--- config.mk ---
export PLATFORM = sky130hd
export DESIGN_NAME = vector_seq_gen
export DESIGN_NICKNAME = d
export VERILOG_FILES = /design/src/rtl/vector_seq_gen.sv
export SDC_FILE = /design/constraint.sdc
export NUM_CORES = 1
export LEC_CHECK = 0
export BUFFER_PORTS_ARGS = -buffer_cell sky130_fd_sc_hd__buf_4
export CORE_UTILIZATION = 47
export DETAILED_ROUTE_END_ITERATION = 7
export PLACE_DENSITY = 0.77
export SYNTH_ARGS = -nofsm -noshare
export SYNTH_HDL_FRONTEND = slang
export SYNTH_SLANG_ARGS = --single-unit
--- constraint.sdc ---
create_clock -name clk -period 2.05 [get_ports clk]
set_input_delay 0.3075 -clock clk [delete_from_list [all_inputs] [get_ports clk]]
set_output_delay 0.3075 -clock clk [all_outputs]
set_load 0.03 [all_outputs]
--- src/rtl/vector_seq_gen.sv ---
// vector_seq_gen: start-triggered beat sequencer with valid/ready handshake driving the vector block inputs
module vector_seq_gen #(
  parameter int NUM_STEPS  = 20,
  parameter int SHIFT_WRAP = 12
) (
  input  logic        clk,
  input  logic        rst,
  input  logic        start,
  input  logic        stop,
  input  logic        out_ready,
  output logic        out_valid,
  output logic [3:0]  vector_0_o,
  output logic        scala_1_o,
  output logic [12:0] vector_2_o,
  output logic [3:0]  vector_3_o_0,
  output logic [3:0]  vector_3_o_1,
  output logic [3:0]  vector_3_o_2,
  output logic [3:0]  shift_cnt_o,
  output logic        busy,
  output logic        done
);
  typedef enum logic [1:0] {IDLE, RUN, DONE} state_t;
  state_t     r_state;
  logic [4:0] r_k;
  logic [3:0] r_shift;
  logic [4:0] w_k_nxt;
  logic [3:0] w_sh_nxt;
  logic       w_accept, w_last, w_load, w_finish;
  // next beat: first beat of a run from IDLE, otherwise advance k and the wrapping shift
  always_comb begin
    w_accept = out_valid & out_ready;
    w_last   = r_k == 5'(NUM_STEPS);
    w_k_nxt  = (r_state == RUN) ? r_k + 5'd1 : 5'd1;
    w_sh_nxt = (r_state != RUN) ? 4'd0 : (r_shift == 4'(SHIFT_WRAP)) ? 4'd0 : r_shift + 4'd1;
    w_load   = (r_state == IDLE) ? (start & ~stop) : (r_state == RUN) & ~stop & w_accept & ~w_last;
    w_finish = (r_state == RUN) & ~stop & w_accept & w_last;
  end
  // state, beat counters and registered outputs; data only moves on load, otherwise holds or clears
  always_ff @(posedge clk or posedge rst) begin
    if (rst) begin
      r_state      <= IDLE;
      r_k          <= '0;
      r_shift      <= '0;
      out_valid    <= 1'b0;
      vector_0_o   <= '0;
      scala_1_o    <= 1'b0;
      vector_2_o   <= '0;
      vector_3_o_0 <= '0;
      vector_3_o_1 <= '0;
      vector_3_o_2 <= '0;
      shift_cnt_o  <= '0;
      busy         <= 1'b0;
      done         <= 1'b0;
    end else begin
      r_state <= w_load ? RUN : w_finish ? DONE : (r_state == RUN && !stop) ? RUN : IDLE;
      busy    <= w_load | ((r_state == RUN) & ~stop & ~w_finish);
      done    <= w_finish;
      if (w_load) begin
        r_k          <= w_k_nxt;
        r_shift      <= w_sh_nxt;
        out_valid    <= 1'b1;
        vector_0_o   <= w_k_nxt[3:0];
        scala_1_o    <= w_k_nxt[0];
        vector_2_o   <= 13'd1 << w_sh_nxt;
        vector_3_o_0 <= w_sh_nxt;
        vector_3_o_1 <= w_sh_nxt + 4'd1;
        vector_3_o_2 <= w_sh_nxt + 4'd2;
        shift_cnt_o  <= w_sh_nxt;
      end else if (r_state != RUN || stop || w_finish) begin
        r_k          <= '0;
        r_shift      <= '0;
        out_valid    <= 1'b0;
        vector_0_o   <= '0;
        scala_1_o    <= 1'b0;
        vector_2_o   <= '0;
        vector_3_o_0 <= '0;
        vector_3_o_1 <= '0;
        vector_3_o_2 <= '0;
        shift_cnt_o  <= '0;
      end
    end
  end
endmodule

==> impl_metrics.yaml <==
run_status:
  outcome: "complete, no violations"
synthesis:
  synthesis.area_mm2: 0.00173
  synth_cells: 153
  synth-edff-count: 0
  ys_seq_area_share_pct: 47.6
  synth-main-ff-cell: "dfrtp_1"
  ys_seq_elements: 33
  synth-async-reset-ratio_pct: 100
  synth.largest_area_cell: "dfrtp_1"
  syn_area_per_cell_um2: 11.3
  synth_fp_nets: 168
  ys_types: 39
  synth_top_area_share_pct: 47.6
  yosysMostFrequentCell: "dfrtp_1"
  yosys_warnings: 0
  synthTopCellsByCount: "dfrtp_1, a32o_1, nand2_1"
  synth_area_leaders: "dfrtp_1, a32o_1, ha_1"
floorplan:
  coreArea_mm2: 0.00344
  start_util_pct: 50.4
  die_x_um: 62.7
  die_area_mm2: 0.00394
  row_count: 21
  die_h_um: 62.7
  ioPinCount: 42
pwr:
  clkPwrFrac_pct: 33.4
  power_density_mw_per_mm2: 633
  pwr-share-seq_pct: 49.0
  p_leak_nw: 1.13
  switching_share_pct: 29.0
  combPwrFrac_pct: 17.7
  intPower_mw: 0.992
  switchingPower_mw: 0.404
  vdd_drop_max_mv: 0.383
setup_path:
  startpoint_type: "register"
  cp.required_ns: 2.22
  critPathKind: "reg2reg"
  cp-startpoint: "shift_cnt_o[1]"
  end_kind: "register"
  regToRegStartpoint: "shift_cnt_o[1]"
  arrival_ns: 2.16
  path_max_fanout: 6
sta:
  finalCriticalPeriod_ns: 1.99
  finalSetupTns_ns: 0
  hold_viol: 0
  fmax_mhz: 503
  drv_slew: 0
  finClkSkew_ns: 0.00382
  finalCritPeriodShare_pct: 97.1
  setup_viol: 0
  timing.slew.headroom_pct: 68.5
  tightest_slew_ns: 0.470
global_routing:
  grt_overflow: 0
  grt_max_degree: 34
  grt_antenna_before_repair: 0
  grt_first_pass_wirelength_um: 6580
  track_usage_pct: 22.2
  grt_pass1_vias: 1392
routing:
  via_per_inst: 5.66
  wl_per_cell_um: 16.4
  drc_errors: 0
  wl_um: 4050
  num_vias: 1397
  ant_nets: 0
  first_iter_violations: 85
  drtPass1Iterations: 4
cells_and_area:
  drive_gt1_share_pct: 39.8
  area_growth_pct: 27.2
  finalNetCount: 215
  diodes: 0
  multi_input_area_um2: 791
  fill_cells: 277
  fin_util_pct: 64.1
  regArea_um2: 828
placed_design:
  io_buffers: 41
  place_hpwl_um: 2920
  gp_congestion: 0.866
clock_tree:
  clk_path_buf_depth: 2
  cts_tree: "yes"
  cts_root_buf: "clkbuf_8"
  h-tree-depth: 2
  cts.sinks: 33
  clk_pin_slew_worst_paths_ns: 0.07
  clkLatencyLatePin_ns: 0.28
  numCtsBuffers: 5
job:
  max_cap_violations: 0
worst_hold_path:
  hp-class: "in2async"
## worst max-delay path, cell delays in order, from the launching register on
cell and delay (ns):
dfrtp_2 0.45, ha_4 0.19, xnor2_4 0.22, and4bb_2 0.29, ha_2 0.18, inv_2 0.07, o21ai_2 0.06, xor2_1 0.15
a32o_1 0.26
## kinds of logic (layout without fill, tap and decap cells)
| kind of cell | count (synthesis) | after routing | synth area share (%) |
|---|---|---|---|
| AND/OR/NAND/NOR | 41 | 41 | 16.3 |
| AO/OA/AOI/OAI | 39 | 39 | 17.4 |
| flip-flops | 33 | 33 | 47.6 |
| buffers and inverters | 25 | 73 | 8.95 |
| adder cells (fa/ha/maj) | 10 | 10 | 7.22 |
| XOR/XNOR | 5 | 5 | 2.53 |
## final cells by class
class                           instances  share of cell area [%]
Clock buffer                            6                    3.29
Clock inverter                          2                   0.454
Inverter                               11                    1.87
Multi-Input combinational cell         95                    35.8
Sequential cell                        33                    37.5
Tap cell                               46                    2.61
Timing Repair Buffer                   54                    18.4
## cells in the final DEF (no fill, tap or decap), drive strengths merged, types with 3 or more instances in the layout
master,n
ha,10
inv,11
nand2,13
nand3,5
a22o,4
o21ai,12
nor2,4
a21o,3
clkbuf,6
nor3,5
dfrtp,33
a32o,13
xor2,3
buf,54
## per-layer routing
| layer | up-vias | track usage [%] | part of all wire, % |
|---|---|---|---|
| met3 | 8 | 5.11 | 6.4 |
| met2 | 59 | 37.0 | 51 |
| li1 | 640 | - | - |
| met4 | 0 | 11.6 | 1.6 |
| met5 | - | 0 | 0 |
| met1 | 690 | 26.8 | 41 |
## path summary, 6_finish.rpt
path	depth (start not counted)	slack [ns]	to
setup / recovery	8	0.06	vector_3_o_1[3]
hold / removal	3	0.11	vector_3_o_1[0]
setup reg to reg	8	0.06	vector_3_o_1[3]
hold reg to reg	2	0.49	vector_3_o_1[1]
max in group asynchronous	3	1.61	vector_3_o_2[0]
min in group clk	3	0.36	r_state[1]
## per-stage QoR
stage | total power, mW | hold slack, ns | area (um2) | setup WS, ns | cells
2_1_floorplan | 0.861 | 0.436 | 1750 | 0.0414 | 153
3_3_place_gp | 0.935 | 0.420 | 2080 | 0.144 | 237
3_5_place_dp | 0.939 | 0.427 | 2080 | 0.0148 | 237
4_1_cts | 1.40 | 0.133 | 2170 | 0.0223 | 245
5_1_grt | 1.46 | 0.149 | 2210 | -0.0176 | 247
6_report | 1.40 | 0.114 | 2210 | 0.0603 | 247
## sequential cells by signal, summed over array words and instances (netlist names)
signal and flops:
vector_2_o 13, vector_3_o_1 4, vector_3_o_2 4, shift_cnt_o 3
vector_0_o 3, r_k 2, r_state 2, done 1
out_valid 1
## power groups by stage
| stage | clock, mW | sequential (mW) | combinational (mW) |
|---|---|---|---|
| after floorplan | 0 | 0.729 | 0.132 |
| after global placement | 0 | 0.694 | 0.241 |
| after detailed placement | 0 | 0.695 | 0.243 |
| after CTS | 0.471 | 0.684 | 0.245 |
| after global routing | 0.509 | 0.686 | 0.267 |
| final | 0.466 | 0.684 | 0.247 |
## what timing repair did
action / in CTS / in global routing
gates resized for setup: 1 / 4
endpoints found under the hold margin: 0 / 0
pin swaps: 0 / 2
hold buffers: 0 / 0
setup endpoints to repair: 1 / 1
setup buffers: 0 / 2
Power figures use the tool's default switching activity.
